`src/rtl/max_pooling_layer_pkg.sv`:
```
// Shared types and helpers for the streaming max-pooling stage.
// Row-phase encoding tells each channel how to treat the row buffer on a window-row boundary.
package max_pooling_layer_pkg;

    typedef enum logic [1:0] {
        PH_FIRST  = 2'd0,
        PH_MIDDLE = 2'd1,
        PH_LAST   = 2'd2
    } row_phase_e;

    // Counter width that never collapses to zero bits for degenerate sizes.
    function automatic int cnt_width(input int n);
        return (n > 1) ? $clog2(n) : 1;
    endfunction

endpackage

```
`src/rtl/max_pooling_layer_if.sv`:
```
// Feature-map stream bundle: enable, pixel in with valid, pooled pixel out with valid.
interface max_pooling_layer_if #(
    parameter int D_WIDTH  = 16,
    parameter int CHANNELS = 4
);
    logic                          clk_en;
    logic                          in_valid;
    logic [D_WIDTH*CHANNELS-1:0]   input_data;
    logic [D_WIDTH*CHANNELS-1:0]   output_data;
    logic                          valid;

    modport master (
        output clk_en, in_valid, input_data,
        input  output_data, valid
    );

    modport slave (
        input  clk_en, in_valid, input_data,
        output output_data, valid
    );
endinterface

```
`src/rtl/max_pooling_layer_channel.sv`:
```
// One channel of the pooler: horizontal running max, pooled-column row buffer,
// signed max tree and optional ReLU on the final pooled value.
module max_pool_channel
    import max_pooling_layer_pkg::*;
#(
    parameter int D_WIDTH    = 16,
    parameter int POOL_SIZE  = 2,
    parameter int NUM_POOLED = 12,
    parameter int RELU       = 0,
    localparam int POOL_W    = cnt_width(POOL_SIZE),
    localparam int PC_W      = cnt_width(NUM_POOLED)
) (
    input  logic                      clk,
    input  logic                      rst,
    input  logic                      accept_i,
    input  logic [POOL_W-1:0]         wc_i,
    input  row_phase_e                phase_i,
    input  logic [PC_W-1:0]           pc_i,
    input  logic signed [D_WIDTH-1:0] x_i,
    output logic signed [D_WIDTH-1:0] result_o
);

    localparam logic [POOL_W-1:0] POOL_LAST = POOL_W'(POOL_SIZE - 1);

    logic signed [D_WIDTH-1:0] hmax_q, hmax_d;
    logic signed [D_WIDTH-1:0] out_q, out_d;
    logic signed [D_WIDTH-1:0] rowbuf_q [NUM_POOLED];
    logic signed [D_WIDTH-1:0] rb_rd, h, pooled, rb_wdata;
    logic                      rb_we;

    // Pure compares keep the most negative code safe: nothing is ever negated or subtracted.
    function automatic logic signed [D_WIDTH-1:0] smax(
        input logic signed [D_WIDTH-1:0] a,
        input logic signed [D_WIDTH-1:0] b
    );
        return (a > b) ? a : b;
    endfunction

    // NOTE: every always_comb output gets a default first so no path can infer a latch.
    always_comb begin
        rb_rd    = rowbuf_q[pc_i];
        h        = smax(hmax_q, x_i);
        pooled   = smax(rb_rd, h);
        hmax_d   = hmax_q;
        out_d    = out_q;
        rb_we    = 1'b0;
        rb_wdata = h;

        if (accept_i) begin
            hmax_d = (wc_i == '0) ? x_i : h;
            if (wc_i == POOL_LAST) begin
                unique case (phase_i)
                    PH_FIRST: begin
                        rb_we    = 1'b1;
                        rb_wdata = h;
                    end
                    PH_MIDDLE: begin
                        rb_we    = 1'b1;
                        rb_wdata = pooled;
                    end
                    PH_LAST: begin
                        out_d = (RELU != 0 && pooled < 0) ? '0 : pooled;
                    end
                    default: ;
                endcase
            end
        end
    end

    // NOTE: sequential state uses non-blocking assignments so every register samples pre-edge values.
    always_ff @(posedge clk or posedge rst) begin
        if (rst) begin
            hmax_q <= '0;
            out_q  <= '0;
        end else begin
            hmax_q <= hmax_d;
            out_q  <= out_d;
        end
    end

    // NOTE: the row buffer has no reset; the first row of each window always writes an entry before it is read.
    always_ff @(posedge clk) begin
        if (rb_we) begin
            rowbuf_q[pc_i] <= rb_wdata;
        end
    end

    assign result_o = out_q;

endmodule

```
`src/rtl/max_pooling_layer.sv`:
```
// Streaming POOL_SIZE x POOL_SIZE, stride POOL_SIZE max-pooling stage for a raster feature map.
// Owns the raster/window counters and output valid; per-channel datapaths live in max_pool_channel.
module max_pooling_layer
    import max_pooling_layer_pkg::*;
#(
    parameter int D_WIDTH    = 16,
    parameter int CHANNELS   = 4,
    parameter int IMAGE_SIZE = 24,
    parameter int POOL_SIZE  = 2,
    parameter int RELU       = 0
) (
    input logic                  clk,
    input logic                  rst,
    max_pooling_layer_if.slave   bus
);

    localparam int NUM_POOLED = IMAGE_SIZE / POOL_SIZE;
    localparam int CNT_W      = cnt_width(IMAGE_SIZE);
    localparam int POOL_W     = cnt_width(POOL_SIZE);
    localparam int PC_W       = cnt_width(NUM_POOLED);

    localparam logic [CNT_W-1:0]  IMG_LAST  = CNT_W'(IMAGE_SIZE - 1);
    localparam logic [POOL_W-1:0] POOL_LAST = POOL_W'(POOL_SIZE - 1);

    logic [CNT_W-1:0]  col_cnt_q, col_cnt_d;
    logic [CNT_W-1:0]  row_cnt_q, row_cnt_d;
    // Window sub-counters track col/row mod POOL_SIZE and col / POOL_SIZE without dividers.
    logic [POOL_W-1:0] wc_q, wc_d;
    logic [POOL_W-1:0] wr_q, wr_d;
    logic [PC_W-1:0]   pc_q, pc_d;
    logic              valid_q, valid_d;

    logic       accept;
    logic       window_done;
    row_phase_e phase;

    assign accept      = bus.clk_en & bus.in_valid;
    assign window_done = accept && (wc_q == POOL_LAST) && (wr_q == POOL_LAST);

    always_comb begin
        phase = PH_MIDDLE;
        if (wr_q == '0) begin
            phase = PH_FIRST;
        end else if (wr_q == POOL_LAST) begin
            phase = PH_LAST;
        end
    end

    always_comb begin
        col_cnt_d = col_cnt_q;
        row_cnt_d = row_cnt_q;
        wc_d      = wc_q;
        wr_d      = wr_q;
        pc_d      = pc_q;
        valid_d   = bus.clk_en ? window_done : valid_q;

        if (accept) begin
            if (col_cnt_q == IMG_LAST) begin
                col_cnt_d = '0;
                wc_d      = '0;
                pc_d      = '0;
                if (row_cnt_q == IMG_LAST) begin
                    row_cnt_d = '0;
                    wr_d      = '0;
                end else begin
                    row_cnt_d = row_cnt_q + 1'b1;
                    wr_d      = (wr_q == POOL_LAST) ? '0 : wr_q + 1'b1;
                end
            end else begin
                col_cnt_d = col_cnt_q + 1'b1;
                if (wc_q == POOL_LAST) begin
                    wc_d = '0;
                    pc_d = pc_q + 1'b1;
                end else begin
                    wc_d = wc_q + 1'b1;
                end
            end
        end
    end

    always_ff @(posedge clk or posedge rst) begin
        if (rst) begin
            col_cnt_q <= '0;
            row_cnt_q <= '0;
            wc_q      <= '0;
            wr_q      <= '0;
            pc_q      <= '0;
            valid_q   <= 1'b0;
        end else begin
            col_cnt_q <= col_cnt_d;
            row_cnt_q <= row_cnt_d;
            wc_q      <= wc_d;
            wr_q      <= wr_d;
            pc_q      <= pc_d;
            valid_q   <= valid_d;
        end
    end

    for (genvar i = 0; i < CHANNELS; i++) begin : g_ch
        logic signed [D_WIDTH-1:0] result;

        max_pool_channel #(
            .D_WIDTH   (D_WIDTH),
            .POOL_SIZE (POOL_SIZE),
            .NUM_POOLED(NUM_POOLED),
            .RELU      (RELU)
        ) u_ch (
            .clk     (clk),
            .rst     (rst),
            .accept_i(accept),
            .wc_i    (wc_q),
            .phase_i (phase),
            .pc_i    (pc_q),
            .x_i     (bus.input_data[D_WIDTH*i +: D_WIDTH]),
            .result_o(result)
        );

        assign bus.output_data[D_WIDTH*i +: D_WIDTH] = result;
    end

    assign bus.valid = valid_q;

endmodule

```
`src/flat_wrapper.sv`:
```
// flat-port wrapper written by rule: the top's interface ports become plain ports
module max_pooling_layer_flat import max_pooling_layer_pkg::*;
#(
    parameter int D_WIDTH    = 16,
    parameter int CHANNELS   = 4,
    parameter int IMAGE_SIZE = 24,
    parameter int POOL_SIZE  = 2,
    parameter int RELU       = 0
)
  (clk, rst, bus_clk_en, bus_in_valid, bus_input_data, bus_output_data, bus_valid);
  max_pooling_layer_if #(.D_WIDTH(D_WIDTH), .CHANNELS(CHANNELS)) bus_i ();
  input logic clk;
  input logic rst;
  input wire logic [$bits(bus_i.clk_en)-1:0] bus_clk_en;
  input wire logic [$bits(bus_i.in_valid)-1:0] bus_in_valid;
  input wire logic [$bits(bus_i.input_data)-1:0] bus_input_data;
  output wire logic [$bits(bus_i.output_data)-1:0] bus_output_data;
  output wire logic [$bits(bus_i.valid)-1:0] bus_valid;
  assign bus_i.clk_en = bus_clk_en;
  assign bus_i.in_valid = bus_in_valid;
  assign bus_i.input_data = bus_input_data;
  assign bus_output_data = bus_i.output_data;
  assign bus_valid = bus_i.valid;
  max_pooling_layer #(.D_WIDTH(D_WIDTH), .CHANNELS(CHANNELS), .IMAGE_SIZE(IMAGE_SIZE), .POOL_SIZE(POOL_SIZE), .RELU(RELU)) u_core (.clk(clk), .rst(rst), .bus(bus_i));
endmodule
```
`config.mk`:
```
export PLATFORM = sky130hd
export DESIGN_NAME = max_pooling_layer_flat
export DESIGN_NICKNAME = d
export VERILOG_FILES = /design/src/rtl/max_pooling_layer_pkg.sv /design/src/rtl/max_pooling_layer_if.sv /design/src/rtl/max_pooling_layer_channel.sv /design/src/rtl/max_pooling_layer.sv /design/src/flat_wrapper.sv
export SDC_FILE = /design/constraint.sdc
export NUM_CORES = 1
export LEC_CHECK = 0
export ABC_AREA = 1
export BUFFER_PORTS_ARGS = -buffer_cell sky130_fd_sc_hd__buf_2
export CAP_MARGIN = 0
export CORE_ASPECT_RATIO = 0.5
export CORE_MARGIN = 4
export CORE_UTILIZATION = 55
export DETAILED_ROUTE_END_ITERATION = 12
export PLACE_DENSITY = 0.78
export SYNTH_ARGS = -nofsm -noshare
export SYNTH_HDL_FRONTEND = slang
export SYNTH_SLANG_ARGS = --single-unit
```
`constraint.sdc`:
```
create_clock -name clk -period 8.5 [get_ports clk]
set_clock_uncertainty 0.1 [all_clocks]
set_input_delay 0.85 -clock clk [delete_from_list [all_inputs] [get_ports clk]]
set_output_delay 0.85 -clock clk [all_outputs]
set_load 0.02 [all_outputs]
```
==> results by stage <==
Yosys:
- After synthesis, the largest area contributor takes up 54.14% of total cell area.
- The count of distinct cell types in the synthesized netlist is 27.
- The post-synthesis average cell area is 9.710 um2.
- Synthesis produced a netlist with a net count of 4589.
- In this run the cell area of the synthesized design comes to 42600 um2.
- The register bit total from synthesis is 913.
- The gate count after technology mapping is 4387.
- During synthesis, Yosys emitted a total of 0 warnings.
- The dominant cell type by area after synthesis is sky130_fd_sc_hd__edfxtp_1.
- Sequential cells were found to cover 62.65% of the synthesized design area.
- Sorting the synthesized cells by area gives the leading types as sky130_fd_sc_hd__edfxtp_1, sky130_fd_sc_hd__nand2_1, sky130_fd_sc_hd__dfrtp_1.

Setup path:
- On the worst path, the slowest cell contributes a delay of 0.80 ns.
- The required arrival time at the worst endpoint is 8.98 ns.
- The beginning of the worst register-to-register path is u_core.pc_q[1]$_DFFE_PP0P_.
- Among all stages on the critical path, the largest delay is contributed by sky130_fd_sc_hd__inv_4.
- The most critical setup path has its startpoint at u_core.pc_q[1]$_DFFE_PP0P_.
- The internal reg-to-reg setup slack is 2.50 ns.
- The nature of the critical path endpoint is a register.
- The type of the worst setup path is reg -> reg.
- The top cell family by delay on the critical path is simple AND/OR/NAND/NOR gates.
- The biggest fanout along the worst timing path is 71.
- Traced cell by cell, the critical path runs through inv_4 -> buf_4 -> buf_4 -> nor2_1 -> o21ai_1 -> nand2_1 -> nand2_1 -> nand2_1 -> nor2_1 -> inv_1 -> ha_1 -> nand3_1 -> nor3_1 -> nand2_1 -> nand3_1 -> nand3_2 -> nand3_1 -> nand2_1 -> nand2_1.
- The critical path buffer and inverter count is 4.
- The critical path crosses 19 cells after its start point.
- The kind of start point of the critical path is a register.
- The reg-to-reg critical path endpoint is u_core.g_ch[1].u_ch.result_o[5]$_DFFE_PP0P_.
- The most numerous cell type found on the critical path is sky130_fd_sc_hd__nand2_1.
- The number of cells on the worst reg-to-reg path is 19.
- The most critical setup path has its endpoint at u_core.g_ch[1].u_ch.result_o[5]$_DFFE_PP0P_.
- The data arrival time of the critical path is 6.47 ns.

Detailed routing:
- The routed wire length is 110400 um.
- Across all layers, the routed design uses 32210 vias.
- The DRC marker count from the first detailed-route iteration is 3986.
- The first detailed-routing pass ran for 8 iterations.
- The remaining routing DRC violations is 0.
- Dividing the detail-routed wire length by the instance count gives 20.00 um.
- The ratio of routed vias to standard cells is 5.833.
- Once detail routing completed, the nets flagged for antenna violations numbered 0.

Die:
- The floorplan die area is 82240 um2.
- After floorplanning, the core was divided into 71 placement rows.
- In this run the count of I/O pins placed on the die edge is 133.
- From bottom edge to top edge, the die measures 204.8 um.
- The die outline width is 401.6 um.
- The core region is 75950 um2.
- The initial core utilization is 56.09%.

Finish:
- Registers take 26700 um2.
- The total area of multi-input combinational cells is 13770 um2.
- Leaving out fill and tap cells, the most frequent cells in the layout are sky130_fd_sc_hd__nand2_1, sky130_fd_sc_hd__nor2_1, sky130_fd_sc_hd__edfxtp_1.
- The area added between synthesis and finish is 10.17%.
- The library cell used most frequently in the layout, excluding fill and tap cells, is sky130_fd_sc_hd__nand2_1.
- Cells with a size suffix above 1 make up 7.735% of the layout.
- After filler insertion, the fill cell instance count of the layout stands at 5791.
- 0 antenna diodes ended up in the layout.
- The number of nets at the end of the flow is 4632.

Global route:
- The global-route wire length before repair is 170600 um.
- The total overflow left after global routing is 0.
- In the global route stage, overall resource usage came out at 26.28%.
- Entering global routing, the biggest net connects 217 pins.
- The number of antenna violations at the first check in global routing was 3.
- The number of global-route vias before repair is 31430.

Placed design:
- The congestion estimate from routability-driven global placement came to 0.8783.
- At the placement stage, the worst setup path has a slack of 2.450 ns.
- The estimated wirelength of the detail-placed design is 61520 um.
- Port buffering added 132 buffers.

Power:
- The maximum resistive drop on vdd is 0.0003370 V.
- Power spread over the standard cell area amounts to 395.3 nW/um2.
- The leakage power summed over all cells is 19.74 nW.

Timing:
- Setup violations remaining at the end of the flow were counted as 0.
- The final-layout worst hold slack is 0.2557 ns.
- The transition at the pin with the smallest max-transition slack is 1.324 ns.
- The accumulated negative setup slack is 0 ns.
- Across all setup checks in the final design, the least slack found is 2.505 ns.
- The minimum clock period is 5.995 ns.
- The max-slew violation count came to 0.
- After layout, the worst path uses 70.53% of the clock period.
- The relative slew slack is 11.74%.
- Setup repair after global routing left no endpoint under its margin.
- The timing-limited maximum frequency is 0.1668 GHz.
- The number of endpoints with negative hold slack in the final report is 0.

Clock network:
- Once the clock tree was built, the setup fixing pass inserted 0 buffers.
- In this run the number of H-tree levels came out at 3.
- The clock root buffer is sky130_fd_sc_hd__clkbuf_16.
- The insertion delay to the later sink of the worst-skew pair is 0.65 ns.
- Gates resized during post-CTS repair numbered 0.
- TritonCTS built the clock tree.
- After clock tree synthesis, the clock-pin slew on the worst setup and hold paths is 0.07 ns.
- For this design, the sink count on the clock tree is 913.
- The buffer levels on the longest clock path is 3.
- For this design, the CTS-stage hold fixing added 0 buffers.
- The number of buffers inserted during clock tree synthesis is 83.

Job:
- The number of max-cap violations is 0.

Outcome:
- The flow ran to the end, and the final reports show no timing, DRC or antenna violations.

Hold path:
- The worst min-delay path category is in -> async.
## routing by layer
layer	up-vias	share of wire [%]	track usage, %
met1	15470	40	35.16
met3	227	10	4.944
met4	4	2.4	7.731
li1	14880	-	-
met5	-	0.024	0
met2	1624	48	44.21
## state kept, by name, indices dropped and copies added, names as in the netlist
signal / count
u_core.col_cnt_q: 5
u_core.g_ch.u_ch.result_o: 64
u_core.bus.valid: 1
u_core.wc_q: 1
u_core.g_ch.u_ch.rowbuf_q: 768
u_core.wr_q: 1
u_core.row_cnt_q: 5
u_core.pc_q: 4
u_core.g_ch.u_ch.hmax_q: 64
## logic make-up (layout without fill, tap and decap cells)
kind of cell,count (synthesis),after routing,synth area share (%)
flip-flops,913,913,62.65
AND/OR/NAND/NOR,2142,2142,20.39
buffers and inverters,542,654,5.249
AO/OA/AOI/OAI,654,654,7.733
adder cells (fa/ha/maj),134,134,3.936
XOR/XNOR,2,2,0.04113
## worst min path at each step
stage | startpoint | to | slack (ns) | cells after the start
after floorplan | u_core.col_cnt_q[3]$_DFFE_PP0P_ | u_core.col_cnt_q[3]$_DFFE_PP0P_ | 0.33 | 1
after global placement | u_core.col_cnt_q[3]$_DFFE_PP0P_ | u_core.col_cnt_q[3]$_DFFE_PP0P_ | 0.35 | 1
after detailed placement | u_core.col_cnt_q[3]$_DFFE_PP0P_ | u_core.col_cnt_q[3]$_DFFE_PP0P_ | 0.35 | 1
after CTS | rst | u_core.g_ch[0].u_ch.hmax_q[13]$_DFFE_PP0P_ | 0.30 | 2
after global routing | rst | u_core.g_ch[0].u_ch.result_o[8]$_DFFE_PP0P_ | 0.32 | 2
final | rst | u_core.g_ch[0].u_ch.hmax_q[13]$_DFFE_PP0P_ | 0.26 | 2
## cell type report
class,count,share of cell area [%]
Clock inverter,43,1.237
Inverter,319,2.583
Timing Repair Buffer,181,2.218
Sequential cell,913,56.89
Clock buffer,111,5.001
Multi-Input combinational cell,2932,29.34
Tap cell,1022,2.725
## power breakdown
part / switching, mW / total (mW) / internal [mW]
clock network: 1.67 / 4.05 / 2.38
registers: 0.316 / 6.21 / 5.89
logic: 5.92 / 8.30 / 2.38
## through the flow
| step | power, mW | utilization (%) | instances | area [um2] |
|---|---|---|---|---|
| 6_report | 18.55 | 61.79 | 5521 | 46930 |
| 5_1_grt | 19.77 | 61.79 | 5521 | 46930 |
| 4_1_cts | 18.42 | 61.79 | 5521 | 46930 |
| 3_5_place_dp | 14.34 | 57.94 | 5367 | 44000 |
| 3_3_place_gp | 14.00 | 57.94 | 5367 | 44000 |
| 2_1_floorplan | 12.13 | - | 4387 | 42600 |
## worst reg2reg max path: cells and delay by family, from the launching register on
kind | cells | cell delay, ns
and+or+nand+nor | 13 | 2.68
AOI/OAI and AO/OA | 1 | 0.11
buffers and inverters | 4 | 2.01
DFF | 1 | 0.75
adders and majority gates | 1 | 0.29
## synthesized netlist by cell type, drive strengths merged
cell type	instances
nand2	988
nor2	828
edfxtp	768
o21ai	464
inv	318
a21oi	181
nand3	166
dfrtp	145
nand4	138
ha	134
clkbuf	123
buf	100
nor3	19
a21o	8
nor4	2
xor2	2
and3	1
clkinv	1
o22ai	1
(Power assumes the default switching activity.)
